<file path="src/rtl/mux_eight_pkg.sv">
// +----------------------------------------------------------------------------+
// | mux_eight_pkg: shared sizes, FSM encoding and helpers for the mux_eight     |
// | arbiter slice.                                                             |
// | Revision: 1.0                                                              |
// +----------------------------------------------------------------------------+
`default_nettype none

package mux_eight_pkg;

  localparam int N_REQ  = 8;
  localparam int SEL_W  = 3;
  localparam int HOLD_W = 8;

  typedef enum logic [0:0] {
    ST_IDLE = 1'b0,
    ST_OWN  = 1'b1
  } state_t;

  function automatic logic [N_REQ-1:0] idx_to_onehot(input logic [SEL_W-1:0] idx);
    return N_REQ'(1) << idx;
  endfunction

endpackage

`default_nettype wire

</file>
<file path="src/rtl/rr_pick_eight.sv">
// +----------------------------------------------------------------------------+
// | rr_pick_eight: rotating-priority search over eight requests, beginning at  |
// | index start and wrapping modulo 8.                                         |
// | Revision: 1.0                                                              |
// +----------------------------------------------------------------------------+
`default_nettype none

module rr_pick_eight
  import mux_eight_pkg::*;
(
  input  logic [N_REQ-1:0] req,
  input  logic [SEL_W-1:0] start,
  output logic             found,
  output logic [SEL_W-1:0] idx
);

  logic [SEL_W-1:0] w_cand;

  // Walk from the farthest offset back to start so the nearest hit is written last.
  always_comb begin
    found  = 1'b0;
    idx    = start;
    w_cand = start;
    for (int i = N_REQ - 1; i >= 0; i--) begin
      w_cand = start + SEL_W'(i);
      if (req[w_cand]) begin
        found = 1'b1;
        idx   = w_cand;
      end
    end
  end

endmodule

`default_nettype wire

</file>
<file path="src/rtl/mux_eight_arbiter.sv">
// +----------------------------------------------------------------------------+
// | mux_eight_arbiter: round-robin owner selection with bounded hold time,     |
// | driving the select of mux_eight.                                           |
// | Revision: 1.0                                                              |
// +----------------------------------------------------------------------------+
`default_nettype none

module mux_eight_arbiter
  import mux_eight_pkg::*;
#(
  parameter int MAX_HOLD = 4,
  parameter int N_REQ    = 8
) (
  input  logic              clk,
  input  logic              rst,
  input  logic [N_REQ-1:0]  req,
  output logic [N_REQ-1:0]  grant,
  output logic [SEL_W-1:0]  sel,
  output logic              busy,
  output logic [HOLD_W-1:0] hold_cnt
);

  localparam logic [HOLD_W-1:0] C_MAX_HOLD = HOLD_W'(MAX_HOLD);
  localparam logic [HOLD_W-1:0] C_HOLD_ONE = HOLD_W'(1);

  state_t            r_state, w_state_nxt;
  logic [SEL_W-1:0]  r_ptr,   w_ptr_nxt;
  logic [N_REQ-1:0]  r_grant, w_grant_nxt;
  logic [SEL_W-1:0]  r_sel,   w_sel_nxt;
  logic              r_busy,  w_busy_nxt;
  logic [HOLD_W-1:0] r_hold,  w_hold_nxt;

  logic              w_owner_req;
  logic              w_at_max;
  logic [N_REQ-1:0]  w_pick_req;
  logic [SEL_W-1:0]  w_start;
  logic              w_found;
  logic [SEL_W-1:0]  w_idx;

  assign w_owner_req = req[r_ptr];
  assign w_at_max    = (r_hold >= C_MAX_HOLD);
  assign w_start     = r_ptr + SEL_W'(1);

  // While owning, the owner is excluded so a preempted owner cannot win itself back.
  assign w_pick_req  = (r_state == ST_OWN) ? (req & ~idx_to_onehot(r_ptr)) : req;

  rr_pick_eight u_pick (
    .req   (w_pick_req),
    .start (w_start),
    .found (w_found),
    .idx   (w_idx)
  );

  always_comb begin
    w_state_nxt = r_state;
    w_ptr_nxt   = r_ptr;
    w_grant_nxt = r_grant;
    w_sel_nxt   = r_sel;
    w_busy_nxt  = r_busy;
    w_hold_nxt  = r_hold;

    case (r_state)
      ST_IDLE: begin
        if (w_found) begin
          w_state_nxt = ST_OWN;
          w_ptr_nxt   = w_idx;
          w_grant_nxt = idx_to_onehot(w_idx);
          w_sel_nxt   = w_idx;
          w_busy_nxt  = 1'b1;
          w_hold_nxt  = C_HOLD_ONE;
        end
      end

      ST_OWN: begin
        if (!w_owner_req || w_at_max) begin
          if (w_found) begin
            // Release or preemption hands over with no idle cycle.
            w_ptr_nxt   = w_idx;
            w_grant_nxt = idx_to_onehot(w_idx);
            w_sel_nxt   = w_idx;
            w_busy_nxt  = 1'b1;
            w_hold_nxt  = C_HOLD_ONE;
          end else if (!w_owner_req) begin
            w_state_nxt = ST_IDLE;
            w_grant_nxt = '0;
            w_busy_nxt  = 1'b0;
            w_hold_nxt  = '0;
          end else begin
            w_hold_nxt  = C_MAX_HOLD;
          end
        end else begin
          w_hold_nxt = r_hold + C_HOLD_ONE;
        end
      end

      default: begin
        w_state_nxt = ST_IDLE;
        w_grant_nxt = '0;
        w_busy_nxt  = 1'b0;
        w_hold_nxt  = '0;
      end
    endcase
  end

  always_ff @(posedge clk) begin
    if (rst) begin
      r_state <= ST_IDLE;
      r_ptr   <= SEL_W'(N_REQ - 1);
      r_grant <= '0;
      r_sel   <= '0;
      r_busy  <= 1'b0;
      r_hold  <= '0;
    end else begin
      r_state <= w_state_nxt;
      r_ptr   <= w_ptr_nxt;
      r_grant <= w_grant_nxt;
      r_sel   <= w_sel_nxt;
      r_busy  <= w_busy_nxt;
      r_hold  <= w_hold_nxt;
    end
  end

  assign grant    = r_grant;
  assign sel      = r_sel;
  assign busy     = r_busy;
  assign hold_cnt = r_hold;

endmodule

`default_nettype wire

</file>
<file path="config.mk">
export PLATFORM = sky130hd
export DESIGN_NAME = mux_eight_arbiter
export DESIGN_NICKNAME = d
export VERILOG_FILES = /design/src/rtl/mux_eight_pkg.sv /design/src/rtl/rr_pick_eight.sv /design/src/rtl/mux_eight_arbiter.sv
export SDC_FILE = /design/constraint.sdc
export NUM_CORES = 1
export LEC_CHECK = 0
export BUFFER_PORTS_ARGS = -buffer_cell sky130_fd_sc_hd__clkbuf_2
export CAP_MARGIN = 20
export CORE_UTILIZATION = 58
export CTS_CLUSTER_SIZE = 25
export DETAILED_ROUTE_END_ITERATION = 16
export PLACE_DENSITY = 0.8
export SLEW_MARGIN = 15
export SYNTH_ARGS = -nofsm -noshare
export SYNTH_HDL_FRONTEND = slang
export SYNTH_SLANG_ARGS = --single-unit
</file>
<file path="constraint.sdc">
create_clock -name clk -period 3.35 [get_ports clk]
set_input_delay 0.335 -clock clk [delete_from_list [all_inputs] [get_ports clk]]
set_output_delay 0.335 -clock clk [all_outputs]
set_load 0.005 [all_outputs]
</file>
==> metrics.yaml <==
outcome:
  status: "complete, no violations"
placed_design:
  numPortBuffers: 29
  hpwl_um: 5430
  gp_congestion: 0.939
  pre_cts_slack_ns: 0.0839
layout:
  syn2layout_area_growth_pct: 15.3
  final_common_cell: "clkbuf_2"
  drive_gt1_frac: 0.230
  num-nets-final: 351
  n_antenna_cell: 0
  fin_util: 0.703
  final_cell_mix: "clkbuf_2, dfxtp_1, nor2_1, nand2_1, buf_4"
critical_path:
  crit_buf_inv: 1
  max_stage_delay_ns: 0.41
  worstSetupEndpointType: "register"
  critPathRequiredTime_ns: 3.56
  cp_slowest_cell: "a32oi_4"
  crit_chain: "buf_12 -> ha_1 -> ha_1 -> a21boi_4 -> a32oi_1 -> and2_1 -> nor2b_1 -> o31ai_1 -> a32oi_4 -> mux2i_2 -> a32o_1"
  arrival_ns: 3.47
  crit_family: "compound AO/OA/AOI/OAI gates"
  start_kind: "register"
  critPathMaxFanout: 38
  crit_top_cell: "ha_1"
  critPathKind: "register to register"
grt:
  antenna_found_initial: 0
  top_usage_layer: "met2"
  gr-total-overflow: 0
  grt.met2_usage: 0.509
  grt_pass1_wl_um: 10900
  use_met1: 0.453
  grt_max_degree: 39
  grtUsageTotal: 0.324
  grtUsageMet3: 0.0753
  grt_pass1_vias: 2174
floorplanning:
  die_x_um: 67.1
  dieArea_sq_um: 4500
  start_util: 0.610
  num_io_pins: 30
  core_sq_um: 4030
  rows: 23
  die_h_um: 67.1
timing:
  skew_ns: 0.00370
  timing.final.ws_setup_ns: 0.0952
  clock.fmax_mhz: 307
  relSlewSlack: 0.679
  drv_slew: 0
  fin_tns_setup_ns: 0
  finalSetupViolCount: 0
  fin_crit_sh: 0.972
  tightest_slew_ns: 0.482
  hold_violations: 0
  min_period_ns: 3.25
power_and_ir_drop:
  net-switching-power_w: 0.00186
  p_comb_frac: 0.825
  ir_worst_vdd_mv: 0.570
  power_density_nw_per_um2: 1280
  p_clk_frac: 0.071
  p_leak_nw: 1.19
  intPower_w: 0.00176
  seqPwrFrac: 0.104
  switching_share: 0.515
clocking:
  clock_latency_ns: 0.27
  cts_made_buffers: 3
  clkSlewWorstSetupHoldPaths_ns: 0.09
  cts.path.max_buffers: 2
  cts.sinks: 24
  cts-root-buf: "clkbuf_8"
  h-tree-depth: 1
  cts_tree: "done"
  postCtsHoldBufs: 0
synth:
  synth_area_sq_um: 2460
  synth_nets: 315
  synth_edf_count: 0
  netlist_instances: 295
  ys_types: 70
  seq_area_frac_synth: 0.196
  yosys_warnings: 0
  async_flop_share: 0
  ys_ff_latch: 24
  synth_ff_type: "dfxtp_1"
  avgSynthCellArea_sq_um: 8.33
drt:
  first_pass_iters: 5
  drt-initial-drc-count: 242
  vias: 2639
  viasPerCell: 6.94
  routedWlPerCell_um: 19.1
  drc: 0
  ant_nets: 0
  wl_um: 7260
hold_path:
  hold_path_class: "primary input to register"
job:
  drv_cap: 0
cells in the mapped netlist, types with 4 or more instances:
cell	instances	area, sq um
a21o_1	4	30.0
nor2b_1	9	56.3
a22oi_1	4	30.0
o221ai_1	4	35.0
o21ai_1	4	20.0
nor2_1	19	71.3
nor3_1	4	20.0
nand2_1	19	71.3
a31oi_1	8	50.1
a21oi_1	12	60.1
and2_1	12	75.1
o21ai_0	7	35.0
mux4_2	6	135
clkbuf_1	4	15.0
buf_2	6	30.0
and3b_1	4	35.0
and3_1	7	43.8
a22o_1	4	35.0
dfxtp_1	24	480
ha_1	10	125
a211oi_1	6	45.0
a32o_1	9	90.1
nand3b_1	4	30.0
mux2i_1	9	90.1
nand3_1	8	40.0
nand2b_1	5	31.3
a32oi_1	5	43.8
o31ai_1	6	45.0
inv_1	10	37.5
repair_timing:
| item | CTS | global route |
|---|---|---|
| endpoints found under the setup margin | 0 | 14 |
| buffers inserted | 0 | 0 |
| resized for setup | 0 | 8 |
worst paths after layout:
| path | start | to | slack, ns | depth (start not counted) |
|---|---|---|---|---|
| setup / recovery | r_ptr[0]$_SDFFE_PP1P_ | grant[5]$_SDFFE_PP0P_ | 0.1 | 11 |
| hold / removal | rst | hold_cnt[2]$_SDFFE_PP0P_ | 0.41 | 2 |
| setup reg to reg | r_ptr[0]$_SDFFE_PP1P_ | grant[5]$_SDFFE_PP0P_ | 0.1 | 11 |
| hold reg to reg | grant[6]$_SDFFE_PP0P_ | grant[6]$_SDFFE_PP0P_ | 0.46 | 2 |
registers in the layout, indices dropped and copies added (netlist names):
name,flops
grant,8
r_state,1
hold_cnt,8
sel,3
busy,1
r_ptr,3
kinds of logic (layout without fill, tap and decap cells):
| kind of cell | after synthesis | in the layout | synth area share |
|---|---|---|---|
| simple gates | 113 | 113 | 0.270 |
| compound gates | 103 | 103 | 0.327 |
| buf+inv | 26 | 61 | 0.0489 |
| flops | 24 | 24 | 0.196 |
| mux | 16 | 16 | 0.0973 |
| fa+ha+maj | 10 | 10 | 0.0509 |
| xor+xnor | 3 | 3 | 0.0107 |
worst reg2reg max path, stage by stage, from the launching register on:
cell and delay, ns:
dfxtp_1 0.35, buf_12 0.18, ha_1 0.23, ha_1 0.24, a21boi_4 0.32, a32oi_1 0.21, and2_1 0.24, nor2b_1 0.27
o31ai_1 0.17, a32oi_4 0.41, mux2i_2 0.35, a32o_1 0.22
layout make-up:
type                    count  area, sq um
inverters                  12         45.0
flip-flops and latches     24          482
well taps                  50         62.6
multi-input cells         245         1890
fillers                   325         1200
clock inverters             1         30.0
clock buffers               3         41.3
repair buffers             45          278
metrics by stage:
stage	total power, W	cell area, sq um	hold slack (ns)	std cells
after floorplan	0.00251	2460	0.439	295
after global placement	0.00320	2720	0.437	376
after CTS	0.00348	2790	0.414	380
after global routing	0.00383	2830	0.427	380
final	0.00362	2830	0.407	380
after detailed placement	0.00321	2720	0.444	376
layer usage:
layer	wire, um	share of wire
met4	176	0.024
met1	3130	0.43
met2	3250	0.45
met3	708	0.097
met5	0	0
power groups by stage:
stage / Combinational [W] / Sequential, W / Clock [W]
after detailed placement: 0.00283 / 0.000380 / 0
after global routing: 0.00319 / 0.000381 / 0.000266
final: 0.00299 / 0.000375 / 0.000257
after global placement: 0.00282 / 0.000378 / 0
after CTS: 0.00285 / 0.000374 / 0.000256
after floorplan: 0.00213 / 0.000382 / 0
No activity file was read; power rests on OpenSTA's default activity.
